<file path="config.mk">
export PLATFORM = sky130hd
export DESIGN_NAME = mult_seq_ctrl_flat
export DESIGN_NICKNAME = d
export VERILOG_FILES = /design/src/rtl/mult_seq_ctrl_if.sv /design/src/rtl/mult_seq_ctrl.sv /design/src/flat_wrapper.sv
export SDC_FILE = /design/constraint.sdc
export NUM_CORES = 1
export LEC_CHECK = 0
export BUFFER_PORTS_ARGS = -buffer_cell sky130_fd_sc_hd__buf_2
export CORE_AREA = 2 2 91 93
export DETAILED_ROUTE_END_ITERATION = 8
export DIE_AREA = 0 0 93 95
export PLACE_DENSITY = 0.81
export SLEW_MARGIN = 20
export SYNTH_ARGS = -nofsm -noshare
export SYNTH_HDL_FRONTEND = slang
export SYNTH_SLANG_ARGS = --single-unit
</file>
<file path="constraint.sdc">
create_clock -name clk -period 2.5 [get_ports clk]
set_input_delay 0.25 -clock clk [delete_from_list [all_inputs] [get_ports clk]]
set_output_delay 0.25 -clock clk [all_outputs]
set_load 0.02 [all_outputs]
</file>
<file path="src/rtl/mult_seq_ctrl_if.sv">
// rtl/mult_seq_ctrl_if.sv - Issue handshake, result and shared-ALU drive bundle for mult_seq_ctrl
interface mult_seq_ctrl_if #(
    parameter int WIDTH = 16
);
    logic             start;
    logic [WIDTH-1:0] op_a;
    logic [WIDTH-1:0] op_b;
    logic [WIDTH-1:0] alu_result;

    logic             alu_req;
    logic [2:0]       alu_op;
    logic [WIDTH-1:0] alu_a;
    logic [WIDTH-1:0] alu_b;
    logic             alu_src;
    logic             inv_a;
    logic             inv_b;
    logic             cin;
    logic             sign;

    logic             busy;
    logic             done;
    logic             stall;
    logic [WIDTH-1:0] product;

    modport master (
        output start, op_a, op_b, alu_result,
        input  alu_req, alu_op, alu_a, alu_b, alu_src, inv_a, inv_b, cin, sign,
        input  busy, done, stall, product
    );

    modport slave (
        input  start, op_a, op_b, alu_result,
        output alu_req, alu_op, alu_a, alu_b, alu_src, inv_a, inv_b, cin, sign,
        output busy, done, stall, product
    );
endinterface

</file>
<file path="src/rtl/mult_seq_ctrl.sv">
// rtl/mult_seq_ctrl.sv - Shift-add multiply sequencer that borrows the execute-stage ALU
module mult_seq_ctrl #(
    parameter int         WIDTH      = 16,
    parameter logic [2:0] ALU_OP_ADD = 3'b100,
    parameter bit         EARLY_EXIT = 1'b1
) (
    input logic            clk,
    input logic            rst,
    mult_seq_ctrl_if.slave bus
);
    localparam int             CNT_W    = (WIDTH > 1) ? $clog2(WIDTH) : 1;
    localparam logic [CNT_W-1:0] CNT_LAST = CNT_W'(WIDTH - 1);

    typedef enum logic [1:0] {
        IDLE = 2'd0,
        RUN  = 2'd1,
        DONE = 2'd2
    } state_t;

    state_t           state;
    state_t           state_nxt;
    logic [WIDTH-1:0] p;
    logic [WIDTH-1:0] m;
    logic [WIDTH-1:0] q;
    logic [WIDTH-1:0] p_nxt;
    logic [WIDTH-1:0] product;
    logic [CNT_W-1:0] cnt;
    logic             last_iter;

    logic             alu_req;
    logic [WIDTH-1:0] alu_a;
    logic [WIDTH-1:0] alu_b;
    logic             busy;
    logic             done;
    logic             stall;

    always_ff @(posedge clk or posedge rst) begin
        if (rst) begin
            state <= IDLE;
        end else begin
            state <= state_nxt;
        end
    end

    always_comb begin
        state_nxt = state;
        alu_req   = 1'b0;
        alu_a     = '0;
        alu_b     = '0;
        busy      = 1'b0;
        done      = 1'b0;
        stall     = 1'b0;
        p_nxt     = q[0] ? bus.alu_result : p;
        // Early exit looks at the multiplier after this iteration's shift.
        last_iter = (cnt == CNT_LAST) || (EARLY_EXIT && ((q >> 1) == '0));
        case (state)
            IDLE: begin
                stall = bus.start;
                if (bus.start) begin
                    state_nxt = (bus.op_b != '0) ? RUN : DONE;
                end
            end
            RUN: begin
                alu_req = 1'b1;
                alu_a   = p;
                alu_b   = m;
                busy    = 1'b1;
                stall   = 1'b1;
                if (last_iter) begin
                    state_nxt = DONE;
                end
            end
            DONE: begin
                done      = 1'b1;
                state_nxt = IDLE;
            end
            default: begin
                state_nxt = IDLE;
            end
        endcase
    end

    always_ff @(posedge clk or posedge rst) begin
        if (rst) begin
            p       <= '0;
            m       <= '0;
            q       <= '0;
            cnt     <= '0;
            product <= '0;
        end else begin
            case (state)
                IDLE: begin
                    if (bus.start) begin
                        p   <= '0;
                        m   <= bus.op_a;
                        q   <= bus.op_b;
                        cnt <= '0;
                        if (bus.op_b == '0) begin
                            product <= '0;
                        end
                    end
                end
                RUN: begin
                    p   <= p_nxt;
                    m   <= m << 1;
                    q   <= q >> 1;
                    cnt <= cnt + 1'b1;
                    // Load product on DONE entry so it is valid alongside the done pulse.
                    if (last_iter) begin
                        product <= p_nxt;
                    end
                end
                default: begin
                end
            endcase
        end
    end

    assign bus.alu_req = alu_req;
    assign bus.alu_op  = ALU_OP_ADD;
    assign bus.alu_a   = alu_a;
    assign bus.alu_b   = alu_b;
    assign bus.alu_src = 1'b0;
    assign bus.inv_a   = 1'b0;
    assign bus.inv_b   = 1'b0;
    assign bus.cin     = 1'b0;
    assign bus.sign    = 1'b0;
    assign bus.busy    = busy;
    assign bus.done    = done;
    assign bus.stall   = stall;
    assign bus.product = product;
endmodule

</file>
<file path="src/flat_wrapper.sv">
// flat-port wrapper written by rule: the top's interface ports become plain ports
module mult_seq_ctrl_flat 
#(
    parameter int         WIDTH      = 16,
    parameter logic [2:0] ALU_OP_ADD = 3'b100,
    parameter bit         EARLY_EXIT = 1'b1
)
  (clk, rst, bus_start, bus_op_a, bus_op_b, bus_alu_result, bus_alu_req, bus_alu_op, bus_alu_a, bus_alu_b, bus_alu_src, bus_inv_a, bus_inv_b, bus_cin, bus_sign, bus_busy, bus_done, bus_stall, bus_product);
  mult_seq_ctrl_if #(.WIDTH(WIDTH)) bus_i ();
  input logic clk;
  input logic rst;
  input wire logic [$bits(bus_i.start)-1:0] bus_start;
  input wire logic [$bits(bus_i.op_a)-1:0] bus_op_a;
  input wire logic [$bits(bus_i.op_b)-1:0] bus_op_b;
  input wire logic [$bits(bus_i.alu_result)-1:0] bus_alu_result;
  output wire logic [$bits(bus_i.alu_req)-1:0] bus_alu_req;
  output wire logic [$bits(bus_i.alu_op)-1:0] bus_alu_op;
  output wire logic [$bits(bus_i.alu_a)-1:0] bus_alu_a;
  output wire logic [$bits(bus_i.alu_b)-1:0] bus_alu_b;
  output wire logic [$bits(bus_i.alu_src)-1:0] bus_alu_src;
  output wire logic [$bits(bus_i.inv_a)-1:0] bus_inv_a;
  output wire logic [$bits(bus_i.inv_b)-1:0] bus_inv_b;
  output wire logic [$bits(bus_i.cin)-1:0] bus_cin;
  output wire logic [$bits(bus_i.sign)-1:0] bus_sign;
  output wire logic [$bits(bus_i.busy)-1:0] bus_busy;
  output wire logic [$bits(bus_i.done)-1:0] bus_done;
  output wire logic [$bits(bus_i.stall)-1:0] bus_stall;
  output wire logic [$bits(bus_i.product)-1:0] bus_product;
  assign bus_i.start = bus_start;
  assign bus_i.op_a = bus_op_a;
  assign bus_i.op_b = bus_op_b;
  assign bus_i.alu_result = bus_alu_result;
  assign bus_alu_req = bus_i.alu_req;
  assign bus_alu_op = bus_i.alu_op;
  assign bus_alu_a = bus_i.alu_a;
  assign bus_alu_b = bus_i.alu_b;
  assign bus_alu_src = bus_i.alu_src;
  assign bus_inv_a = bus_i.inv_a;
  assign bus_inv_b = bus_i.inv_b;
  assign bus_cin = bus_i.cin;
  assign bus_sign = bus_i.sign;
  assign bus_busy = bus_i.busy;
  assign bus_done = bus_i.done;
  assign bus_stall = bus_i.stall;
  assign bus_product = bus_i.product;
  mult_seq_ctrl #(.WIDTH(WIDTH), .ALU_OP_ADD(ALU_OP_ADD), .EARLY_EXIT(EARLY_EXIT)) u_core (.clk(clk), .rst(rst), .bus(bus_i));
endmodule
</file>
After elaboration in Yosys (flattened, before gate mapping). Index checks and enable logic that the tools add are counted.

Register bits: 70. Bits in latches: 0. RAM bits: 0. Bits in read-only memories: 0. Bits of input ports: 51. Output and inout port bits: 60. Word-level logic and storage cells: 44. Memories kept: 0.

Add/subtract/negate cells: 1. Multiply operators: 0. Div/mod/pow operators: 0. $lt $le $gt $ge: 0. Equality and inequality tests: 6. Shift operators: 0. Muxes and demuxes: 22. Bitwise logic cells: 0. Reduce and logical (&&, ||, !) cells: 9.

Operators by type and width (count): $mux W16 (9); $pmux W16 S2 (4); $logic_not A16 Y1 (2); $reduce_bool A16 Y1 (1); $pmux W4 S2 (1); $mux W2 (3); $add A4 B1 Y4 const B (1); $eq A4 B4 Y1 const B (1); $mux W4 (1); $ne A2 B1 Y1 const B (2); $pmux W2 S2 (1); $reduce_and A2 Y1 (2); $reduce_and A4 Y1 (1); $eq A2 B1 Y1 const B (1); $eq A2 B2 Y1 const B (1); $logic_not A2 Y1 (1); $mux W1 (2); $ne A2 B2 Y1 const B (1); $pmux W1 S2 (1); $reduce_bool A2 Y1 (1); $logic_or A1 B1 Y1 (1).

Depth between registers and ports, before layout. Gate-level depths: netlist (run 1).

Depth after elaboration: 4. Gate-level depth with buffers: 8. Depth with buffers taken out: 5.

Least setup slack after synthesis (run 1). OpenSTA, ideal clock, no wires.

Path kind: register to output. Start: register u_core.state[1]. End: output bus_alu_a[10]. Data arrival time: 1.351 ns. Data required time: 2.250 ns. Setup slack: 0.899 ns. Stages on the path, launching flop included: 6. Path buffers: 2. Path through: dfrtp_1 > buf_6 > nand2b_4 > clkinv_4 > clkbuf_1 > and2_1.

Longest elaborated chain between the ends: 2.

Ends and longest elaborated chain: from (decl) (line mult_seq_ctrl.sv:20) `state_t state;`; from (signal assigned) (line mult_seq_ctrl.sv:41) `state <= state_nxt;`; $eq A2 B1 Y1 (line mult_seq_ctrl.sv:56) `case (state)`; $mux W16 (line mult_seq_ctrl.sv:56); to (decl) (line flat_wrapper.sv:18) `output wire logic [$bits(bus_i.alu_a)-1:0] bus_alu_a;`.

No other way between the ends.

Worst setup path after layout (run 1).
Start: register u_core.state[0]. End: output bus_stall.

Longest elaborated chain between the ends: 2. Elaborated cells between the ends (all ways): 3. Classes of those cells: 1 x eq/ne; 1 x mux; 1 x reduce/logical.

Ends and longest elaborated chain: $eq A2 B1 Y1 / $logic_not A2 Y1 (equally long branches) (line mult_seq_ctrl.sv:56); $pmux W1 S2 * (line mult_seq_ctrl.sv:56); to (decl) (line flat_wrapper.sv:27) `output wire logic [$bits(bus_i.stall)-1:0] bus_stall;`.

Mark *: on every way between the ends. The rest lies on a longest branch, timed or not.

==> impl_results.html, run 1 <==
<table>
<tr><th>Metric</th><th>Value</th></tr>
<tr><th colspan="2">Layout</th></tr>
<tr><td>Number of antenna diodes</td><td>0</td></tr>
<tr><td>Area added between synthesis and finish</td><td>19.89%</td></tr>
<tr><td>Final Net Count</td><td>464</td></tr>
<tr><td>Fin area</td><td>4035 sq um</td></tr>
<tr><td>Layout Utilization</td><td>0.5090</td></tr>
<tr><td>Layout cell share with drive strength beyond 1</td><td>0.3012</td></tr>
<tr><td>Non-filler cells in the finished layout</td><td>520</td></tr>
<tr><td>Filler cell count in the final layout</td><td>729</td></tr>
<tr><th colspan="2">Synthesis</th></tr>
<tr><td>Syn_area_per_cell</td><td>10.52 sq um</td></tr>
<tr><td>Dominant cell type by area after synthesis</td><td>dfrtp_1</td></tr>
<tr><td>Area share of the largest cell type after synthesis</td><td>0.5204</td></tr>
<tr><td>Part of the Yosys area used for sequential elements</td><td>0.5204</td></tr>
<tr><td>Cell Area, Synth</td><td>3366 sq um</td></tr>
<tr><td>Synth top area cells</td><td>dfrtp_1 52%, and2_1 5.9%, a22o_1 4.9%</td></tr>
<tr><td>Number of instances in the synthesized netlist</td><td>320</td></tr>
<tr><td>Total of warnings raised by yosys</td><td>0</td></tr>
<tr><td>Count of cell types in the netlist</td><td>34</td></tr>
<tr><td>Number of storage elements in the synthesis netlist</td><td>70</td></tr>
<tr><th colspan="2">Power and ir drop</th></tr>
<tr><td>Logic pwr share</td><td>0.477</td></tr>
<tr><td>Part of the total power dissipated in sequential elements</td><td>0.372</td></tr>
<tr><td>Internal Power</td><td>3094 uW</td></tr>
<tr><td>Areal power density over the cells</td><td>1345 nW/um^2</td></tr>
<tr><td>Share of power burned in the clock network</td><td>0.151</td></tr>
<tr><td>Total leakage power</td><td>0.002131 uW</td></tr>
<tr><td>Switching Share</td><td>0.4297</td></tr>
<tr><td>Psw</td><td>2331 uW</td></tr>
<tr><td>Maximum ir drop on the vdd rail</td><td>0.0006837 V</td></tr>
<tr><th colspan="2">Route</th></tr>
<tr><td>Wire length after detailed routing</td><td>8029 um</td></tr>
<tr><td>Via density</td><td>5.315</td></tr>
<tr><td>Number of DRC markers in iteration 0</td><td>263</td></tr>
<tr><td>Routed length per placed instance</td><td>15.44 um</td></tr>
<tr><td>Residual DRC</td><td>0</td></tr>
<tr><td>Final ANT Viol Nets</td><td>0</td></tr>
<tr><td>Routed vias</td><td>2764</td></tr>
<tr><td>Pre-Repair DR Iteration Count</td><td>4</td></tr>
<tr><th colspan="2">Outcome</th></tr>
<tr><td>Status</td><td>finished, final reports clean</td></tr>
<tr><th colspan="2">Clock network</th></tr>
<tr><td>Worst-path clk slew</td><td>0.07 ns</td></tr>
<tr><td>TritonCTS sink count</td><td>70</td></tr>
<tr><td>Skew-Pair Late Insertion Delay</td><td>0.34 ns</td></tr>
<tr><td>Number of resized instances in the post-cts repair step</td><td>0</td></tr>
<tr><td>CTS buffer count</td><td>9</td></tr>
<tr><td>Count of hold buffers inserted by post-cts repair</td><td>0</td></tr>
<tr><td>Clock root buffer master</td><td>clkbuf_8</td></tr>
<tr><td>Clock tree from TritonCTS</td><td>yes</td></tr>
<tr><td>Maximum root-to-sink buffer count</td><td>2</td></tr>
<tr><td>Post CTS Setup Buffer Count</td><td>0</td></tr>
<tr><td>Depth of the CTS H-tree</td><td>3</td></tr>
<tr><th colspan="2">Timing</th></tr>
<tr><td>PnR worst setup slack</td><td>0.5140 ns</td></tr>
<tr><td>Fin crit period</td><td>1.986 ns</td></tr>
<tr><td>Final clock skew</td><td>0.007610 ns</td></tr>
<tr><td>Endpoints failing setup</td><td>0</td></tr>
<tr><td>Final Hold Viols</td><td>0</td></tr>
<tr><td>Ratio of final minimum period to clock period</td><td>0.7944</td></tr>
<tr><td>Setup TNS Final</td><td>0 ns</td></tr>
<tr><td>Tightest slew margin relative to the limit</td><td>0.4215</td></tr>
<tr><td>Unrepaired setup endpoints after global routing</td><td>no</td></tr>
<tr><td>Max Clock Freq</td><td>0.5035 GHz</td></tr>
<tr><td>Transition at the pin with the smallest max-transition slack</td><td>0.8678 ns</td></tr>
<tr><td>Final Max Tran Viols</td><td>0</td></tr>
<tr><th colspan="2">Floorplan</th></tr>
<tr><td>Chip width</td><td>93 um</td></tr>
<tr><td>Area of the die</td><td>8835 sq um</td></tr>
<tr><td>Boundary pin count</td><td>111</td></tr>
<tr><td>Core region area</td><td>7928 sq um</td></tr>
<tr><td>Die height</td><td>95 um</td></tr>
<tr><td>Effective utilization at floorplan</td><td>0.4246</td></tr>
<tr><td>Number of placement rows</td><td>33</td></tr>
<tr><th colspan="2">Setup path</th></tr>
<tr><td>Critical-path top delay cell</td><td>dfrtp_1</td></tr>
<tr><td>Delay of the slowest cell on the worst path</td><td>0.52 ns</td></tr>
<tr><td>Crit path launch type</td><td>flip-flop</td></tr>
<tr><td>CP Max Fanout</td><td>23</td></tr>
<tr><td>Required time at the worst-slack endpoint</td><td>2.25 ns</td></tr>
<tr><td>Crit path kind</td><td>reg2out</td></tr>
<tr><td>Arrival time worst endpoint</td><td>1.74 ns</td></tr>
<tr><td>Setup crit end kind</td><td>output port</td></tr>
<tr><td>Length in cells of the worst reg-to-reg path</td><td>5</td></tr>
<tr><td>Critical path, cell by cell</td><td>nor2_1 &gt; or2_1 &gt; inv_2 &gt; buf_2</td></tr>
<tr><th colspan="2">Placed design</th></tr>
<tr><td>Total cell area at the placement stage</td><td>3861 sq um</td></tr>
<tr><td>Dpl cells</td><td>506</td></tr>
<tr><td>Number of port buffers</td><td>102</td></tr>
<tr><td>Final weighted congestion in routability-driven placement</td><td>0.8303</td></tr>
<tr><td>Setup Slack @ Placement</td><td>0.5527 ns</td></tr>
<tr><td>Detailed-placement wirelength estimate</td><td>5490 um</td></tr>
<tr><th colspan="2">GRT</th></tr>
<tr><td>Met3 Resource Use GR</td><td>0.04549</td></tr>
<tr><td>Gr ovfl total</td><td>0</td></tr>
<tr><td>Fraction of met1 tracks used by global routing</td><td>0.2710</td></tr>
<tr><td>Via count of the first global-routing pass</td><td>2638</td></tr>
<tr><td>Maximum number of pins on one net before global-route repair</td><td>71</td></tr>
<tr><td>Wire length of the first global-routing pass</td><td>13010 um</td></tr>
<tr><td>GRT busiest layer</td><td>met2</td></tr>
<tr><td>Total routing resource utilization after global routing</td><td>0.1890</td></tr>
<tr><td>Number of antenna violations at the first check in global routing</td><td>0</td></tr>
<tr><td>Met2 track demand over resource in global routing</td><td>0.2808</td></tr>
<tr><th colspan="2">Min path</th></tr>
<tr><td>Hold depth</td><td>2</td></tr>
<tr><td>Hold Path Class</td><td>in2reg</td></tr>
<tr><th colspan="2">Job</th></tr>
<tr><td>Reported max-cap violation count</td><td>0</td></tr>
</table>
[cell usage in the layout, fill, tap and decap left out]
| cell | netlist | routed |
|---|---|---|
| conb_1 | 2 | 8 |
| a31oi_1 | 10 | 10 |
| nor4_1 | 7 | 7 |
| inv_1 | 2 | 1 |
| nand2b_1 | 1 | 1 |
| nand2_2 | 1 | 1 |
| nor2_1 | 29 | 29 |
| a221o_1 | 12 | 12 |
| nand2_1 | 24 | 24 |
| a41o_1 | 1 | 1 |
| o21ai_0 | 12 | 12 |
| dfrtp_1 | 70 | 70 |
| a22oi_1 | 5 | 5 |
| clkbuf_1 | 7 | 1 |
| and2_1 | 32 | 32 |
| clkinv_2 | 0 | 1 |
| a21oi_1 | 9 | 9 |
| and4_1 | 2 | 2 |
| ha_1 | 1 | 1 |
| a21o_1 | 16 | 16 |
| nor3_1 | 1 | 1 |
| clkbuf_8 | 0 | 12 |
| mux2i_1 | 16 | 16 |
| clkinv_4 | 1 | 1 |
| o211ai_4 | 1 | 1 |
| nand4_1 | 1 | 1 |
| nand3_1 | 2 | 2 |
| nor2b_1 | 7 | 7 |
| buf_2 | 9 | 102 |
| inv_2 | 1 | 2 |
| nand2b_4 | 1 | 1 |
| buf_4 | 11 | 4 |
| and2b_1 | 1 | 1 |
| a22o_1 | 19 | 19 |
| or2_1 | 2 | 2 |
[final cells by class]
cell class / count / area (sq um) / area share
multi-input combinational: 221 / 1418 / 0.3513
timing repair buffer: 106 / 540.5 / 0.1340
inverter: 4 / 20.02 / 0.004961
clock buffer: 13 / 168.9 / 0.04186
tap: 105 / 131.4 / 0.03256
clock inverter: 1 / 5.005 / 0.001240
sequential: 70 / 1752 / 0.4341
[state kept, by name, summed over array words and instances, names as in the netlist]
name and count:
u_core.p 16, u_core.q 16, u_core.cnt 4, u_core.m 16, u_core.state 2, u_core.bus.product 16
[kinds of logic (layout without fill, tap and decap cells)]
| kind of cell | Yosys count | in the layout | share of synthesized area |
|---|---|---|---|
| mux | 16 | 16 | 0.04758 |
| compound gates | 85 | 85 | 0.1911 |
| flops | 70 | 70 | 0.5204 |
| simple gates | 111 | 111 | 0.1699 |
| other cells | 2 | 8 | 0.002231 |
| buf+inv | 35 | 124 | 0.06506 |
| fa+ha+maj | 1 | 1 | 0.003717 |
[routing by layer]
metal  routed length [um]  vias up  part of all wire
met5                    0        -                 0
met4                   52        0            0.0065
met3                  490        4             0.061
met2                 3738      111              0.47
met1                 3747     1348              0.47
li1                     -     1301                 -
[Yosys cell counts]
cell type / number
dfrtp_1: 70
and2_1: 32
nor2_1: 29
nand2_1: 24
a22o_1: 19
a21o_1: 16
mux2i_1: 16
a221o_1: 12
o21ai_0: 12
buf_4: 11
a31oi_1: 10
a21oi_1: 9
buf_2: 9
clkbuf_1: 7
nor2b_1: 7
nor4_1: 7
a22oi_1: 5
buf_6: 4
and4_1: 2
conb_1: 2
inv_1: 2
nand3_1: 2
or2_1: 2
a41o_1: 1
and2b_1: 1
clkinv_4: 1
ha_1: 1
inv_2: 1
nand2_2: 1
nand2b_1: 1
nand2b_4: 1
nand4_1: 1
nor3_1: 1
o211ai_4: 1
[critical path, delay by kind of cell (launching register included)]
family	cells	cell delay (ns)
and+or+nand+nor	2	0.32
DFF	1	0.52
buffers and inverters	2	0.55
[worst paths after layout]
kind	from	to	slack (ns)
setup reg to reg	u_core.state[1]$_DFFE_PP0P_	u_core.state[0]$_DFFE_PP0P_	0.58
setup / recovery	u_core.state[0]$_DFFE_PP0P_	bus_stall	0.51
hold / removal	bus_op_a[15]	u_core.m[15]$_DFFE_PP0P_	0.13
hold reg to reg	u_core.m[3]$_DFFE_PP0P_	u_core.m[3]$_DFFE_PP0P_	0.50
min in group asynchronous	rst	u_core.m[6]$_DFFE_PP0P_	0.17
max in group asynchronous	rst	u_core.q[8]$_DFFE_PP0P_	1.77
[power by group through the flow]
| stage | combinational (uW) | clock (uW) | sequential (uW) |
|---|---|---|---|
| 2_1_floorplan | 1940 | 0 | 2040 |
| 5_1_grt | 2850 | 897 | 2070 |
| 6_report | 2590 | 821 | 2020 |
| 4_1_cts | 2620 | 835 | 2010 |
| 3_3_place_gp | 2540 | 0 | 1990 |
| 3_5_place_dp | 2610 | 0 | 2010 |
[stage by stage]
stage	power, uW	hold WS, ns
2_1_floorplan	3980	0.3827
3_3_place_gp	4529	0.4560
3_5_place_dp	4626	0.4784
4_1_cts	5461	0.1212
5_1_grt	5813	0.1295
6_report	5426	0.1348
No activity file was read; power rests on OpenSTA's default activity.
==> run 2: changes to the inputs <==
ABC_AREA = 1   (was default)
CORE_AREA = 2 2 92 94   (was 2 2 91 93)
DIE_AREA = 0 0 94 96   (was 0 0 93 95)
PLACE_DENSITY = 0.8   (was 0.81)
clock period = 2 ns   (was 2.5 ns; I/O delays follow)
==> impl_results.html, run 2 <==
<table>
<tr><th>Metric</th><th>Value</th></tr>
<tr><th colspan="2">Layout</th></tr>
<tr><td>Most common cell after layout, fill and taps aside</td><td>buf_2</td></tr>
<tr><td>Number of antenna diodes</td><td>0</td></tr>
<tr><td>Commonest cells after routing, fill and taps aside</td><td>102 x buf_2, 100 x nand2_1, 73 x nor2_1</td></tr>
<tr><td>Layout Utilization</td><td>0.5279</td></tr>
<tr><td>Non-filler cells in the finished layout</td><td>640</td></tr>
<tr><td>Final Net Count</td><td>583</td></tr>
<tr><td>Area added between synthesis and finish</td><td>23.26%</td></tr>
<tr><td>Layout cell share with drive strength beyond 1</td><td>0.2523</td></tr>
<tr><th colspan="2">Timing</th></tr>
<tr><td>Endpoints failing setup</td><td>0</td></tr>
<tr><td>Setup TNS Final</td><td>0 ns</td></tr>
<tr><td>Fin crit period</td><td>1.839 ns</td></tr>
<tr><td>Unrepaired setup endpoints after global routing</td><td>no</td></tr>
<tr><td>Max Clock Freq</td><td>0.5438 GHz</td></tr>
<tr><td>Final Max Tran Viols</td><td>0</td></tr>
<tr><td>Final clock skew</td><td>0.006668 ns</td></tr>
<tr><td>Final Hold Viols</td><td>0</td></tr>
<tr><td>Tightest slew margin relative to the limit</td><td>0.6358</td></tr>
<tr><td>Ratio of final minimum period to clock period</td><td>0.9195</td></tr>
<tr><td>Transition at the pin with the smallest max-transition slack</td><td>0.5429 ns</td></tr>
<tr><th colspan="2">Synthesis</th></tr>
<tr><td>Area share of the largest cell type after synthesis</td><td>0.5080</td></tr>
<tr><td>Post-synthesis share of cell area spent on xor and xnor gates</td><td>0.002540</td></tr>
<tr><td>Post-synthesis mux area share</td><td>0</td></tr>
<tr><td>Total of warnings raised by yosys</td><td>0</td></tr>
<tr><td>Most common cell in the netlist</td><td>nand2_1</td></tr>
<tr><td>Syn_area_per_cell</td><td>7.945 sq um</td></tr>
<tr><td>Area share of fa/ha/maj cells after synthesis</td><td>0.003628</td></tr>
<tr><td>Number of enable-type register cells in the synthesized netlist</td><td>0</td></tr>
<tr><td>Simple-gate share of the synthesized area</td><td>0.2344</td></tr>
<tr><td>Cell Area, Synth</td><td>3448 sq um</td></tr>
<tr><td>Async S/R FF share, synth</td><td>1.000</td></tr>
<tr><td>Number of instances in the synthesized netlist</td><td>434</td></tr>
<tr><td>Most used DFF post-synth</td><td>dfrtp_1</td></tr>
<tr><td>Count of cell types in the netlist</td><td>29</td></tr>
<tr><td>Part of the Yosys area used for sequential elements</td><td>0.5080</td></tr>
<tr><td>Commonest cells in the netlist</td><td>102 x nand2_1, 73 x nor2_1, 70 x dfrtp_1</td></tr>
<tr><td>Area fraction in compound gates after synthesis</td><td>0.1495</td></tr>
<tr><td>Number of storage elements in the synthesis netlist</td><td>70</td></tr>
<tr><td>Dominant cell type by area after synthesis</td><td>dfrtp_1</td></tr>
<tr><td>Synth top area cells</td><td>dfrtp_1 51%, nand2_1 11%, nor2_1 7.9%</td></tr>
<tr><td>Combinational family with the most area after synthesis</td><td>simple AND/OR/NAND/NOR gates</td></tr>
<tr><th colspan="2">Placed design</th></tr>
<tr><td>Dpl cells</td><td>624</td></tr>
<tr><td>Number of port buffers</td><td>102</td></tr>
<tr><td>Detailed-placement wirelength estimate</td><td>5967 um</td></tr>
<tr><td>Final weighted congestion in routability-driven placement</td><td>0.8352</td></tr>
<tr><th colspan="2">Setup path</th></tr>
<tr><td>CP Max Fanout</td><td>40</td></tr>
<tr><td>Required time at the worst-slack endpoint</td><td>1.80 ns</td></tr>
<tr><td>Source of the worst register-to-register timing path</td><td>u_core.state[1]$_DFFE_PP0P_</td></tr>
<tr><td>Flop2flop setup slack</td><td>0.32 ns</td></tr>
<tr><td>Setup crit end kind</td><td>output port</td></tr>
<tr><td>Crit path kind</td><td>reg2out</td></tr>
<tr><td>Crit path launch</td><td>u_core.state[1]$_DFFE_PP0P_</td></tr>
<tr><td>Worst flop-to-flop path endpoint</td><td>u_core.q[0]$_DFFE_PP0P_</td></tr>
<tr><td>Crit path launch type</td><td>flip-flop</td></tr>
<tr><td>Length in cells of the worst reg-to-reg path</td><td>5</td></tr>
<tr><td>Arrival time worst endpoint</td><td>1.64 ns</td></tr>
<tr><td>End of the critical path</td><td>bus_alu_b[1]</td></tr>
<tr><th colspan="2">Floorplan</th></tr>
<tr><td>Chip width</td><td>94 um</td></tr>
<tr><td>Effective utilization at floorplan</td><td>0.4283</td></tr>
<tr><td>Boundary pin count</td><td>111</td></tr>
<tr><td>Die height</td><td>96 um</td></tr>
<tr><td>Area of the die</td><td>9024 sq um</td></tr>
<tr><td>Core region area</td><td>8051 sq um</td></tr>
<tr><td>Number of placement rows</td><td>33</td></tr>
<tr><th colspan="2">Power and ir drop</th></tr>
<tr><td>Overall power of the completed layout</td><td>7062 uW</td></tr>
<tr><td>Share of power burned in the clock network</td><td>0.168</td></tr>
<tr><td>Areal power density over the cells</td><td>1661 nW/um^2</td></tr>
<tr><td>Maximum ir drop on the vdd rail</td><td>0.0006936 V</td></tr>
<tr><td>Total leakage power</td><td>0.002244 uW</td></tr>
<tr><td>Part of the total power dissipated in sequential elements</td><td>0.341</td></tr>
<tr><td>Internal Power</td><td>3858 uW</td></tr>
<tr><td>Psw</td><td>3204 uW</td></tr>
<tr><td>Logic pwr share</td><td>0.491</td></tr>
<tr><td>Switching Share</td><td>0.4537</td></tr>
<tr><th colspan="2">Min path</th></tr>
<tr><td>Hold Path Class</td><td>in2reg</td></tr>
<tr><th colspan="2">Clock network</th></tr>
<tr><td>Maximum root-to-sink buffer count</td><td>2</td></tr>
<tr><td>Skew-Pair Late Insertion Delay</td><td>0.33 ns</td></tr>
<tr><td>Worst-path clk slew</td><td>0.07 ns</td></tr>
<tr><td>TritonCTS sink count</td><td>70</td></tr>
<tr><td>Depth of the CTS H-tree</td><td>3</td></tr>
<tr><td>Clock root buffer master</td><td>clkbuf_8</td></tr>
<tr><td>Clock tree from TritonCTS</td><td>yes</td></tr>
<tr><td>CTS buffer count</td><td>9</td></tr>
<tr><th colspan="2">GRT</th></tr>
<tr><td>Number of antenna violations at the first check in global routing</td><td>0</td></tr>
<tr><td>Total routing resource utilization after global routing</td><td>0.1930</td></tr>
<tr><td>Maximum number of pins on one net before global-route repair</td><td>71</td></tr>
<tr><td>Via count of the first global-routing pass</td><td>2925</td></tr>
<tr><td>Gr ovfl total</td><td>0</td></tr>
<tr><td>Wire length of the first global-routing pass</td><td>13610 um</td></tr>
<tr><th colspan="2">Route</th></tr>
<tr><td>Pre-Repair DR Iteration Count</td><td>4</td></tr>
<tr><td>Wire length after detailed routing</td><td>8442 um</td></tr>
<tr><td>Final ANT Viol Nets</td><td>0</td></tr>
<tr><td>Routed vias</td><td>3164</td></tr>
<tr><td>Number of DRC markers in iteration 0</td><td>199</td></tr>
<tr><td>Residual DRC</td><td>0</td></tr>
<tr><td>Via density</td><td>4.944</td></tr>
<tr><td>Routed length per placed instance</td><td>13.19 um</td></tr>
<tr><th colspan="2">Job</th></tr>
<tr><td>Reported max-cap violation count</td><td>0</td></tr>
<tr><th colspan="2">Outcome</th></tr>
<tr><td>Status</td><td>finished, final reports clean</td></tr>
</table>
[run 2: changes by cell type after synthesis, sizes merged, moves of 10 or more]
cell	delta
o21bai	+16
and2	-32
nand4	+15
a21oi	+32
a21o	-16
a221o	-12
mux2i	-16
nor2	+44
nand2	+80
a31oi	-10
inv	+38
a22o	-18
[run 2: worst min-delay path by stage]
stage / start / to / cells past startpoint
2_1_floorplan: bus_op_a[12] / u_core.m[12]$_DFFE_PP0P_ / 2
3_3_place_gp: rst / u_core.bus.product[4]$_DFFE_PP0P_ / 3
3_5_place_dp: rst / u_core.bus.product[2]$_DFFE_PP0P_ / 3
4_1_cts: bus_op_a[15] / u_core.m[15]$_DFFE_PP0P_ / 3
5_1_grt: bus_op_a[15] / u_core.m[15]$_DFFE_PP0P_ / 3
6_report: bus_op_a[15] / u_core.m[15]$_DFFE_PP0P_ / 3
[run 2: timing repair]
| action | 4_1_cts | 5_1_grt |
|---|---|---|
| buffers inserted | 0 | 0 |
| gates resized for setup | 0 | 4 |
| hold endpoints to repair | 70 | 0 |
| setup endpoints to repair | 0 | 16 |
| hold buffers | 1 | 0 |
[run 2: power by group through the flow]
stage          sequential, uW  clock, uW  combinational [uW]
2_1_floorplan            2510          0                2380
3_3_place_gp             2390          0                3380
3_5_place_dp             2420          0                3470
4_1_cts                  2400       1220                3480
5_1_grt                  2480       1290                3900
6_report                 2410       1190                3470
[run 2: metrics by stage]
step,worst slack [ns],cell area (sq um),hold WS (ns)
6_report,0.1610,4250,0.07208
5_1_grt,0.04597,4250,0.07400
4_1_cts,0.08740,4234,0.05945
3_5_place_dp,0.1991,4021,0.3149
3_3_place_gp,0.2639,4021,0.3056
2_1_floorplan,0.03179,3471,0.3167
[run 2: layout make-up]
type,instances,area (sq um)
Multi-Input combinational cell,296,1390
Fill cell,784,3801
Inverter,42,161.4
Clock buffer,10,127.6
Sequential cell,70,1752
Clock inverter,5,75.07
Tap cell,105,131.4
Timing Repair Buffer,112,613.1
[run 2: layer usage]
| layer | up-vias | track usage | part of all wire |
|---|---|---|---|
| met1 | 1488 | 0.2444 | 0.43 |
| met5 | - | 0 | 0 |
| li1 | 1566 | - | - |
| met2 | 93 | 0.3262 | 0.49 |
| met4 | 0 | 0.07367 | 0.017 |
| met3 | 17 | 0.04072 | 0.061 |
[run 2: critical path, stage by stage (launching register included)]
cell and delay [ns]:
dfrtp_1 0.38, inv_1 0.15, nand2_4 0.17, buf_12 0.22, nor2_1 0.18, buf_2 0.20
[run 2: cells by family (layout without fill, tap and decap cells)]
group           Yosys count  count (layout)
compound gates           89              89
fa+ha+maj                 1               1
buf+inv                  74             169
xor+xnor                  1               1
flops                    70              70
simple gates            197             197
other cells               2               8
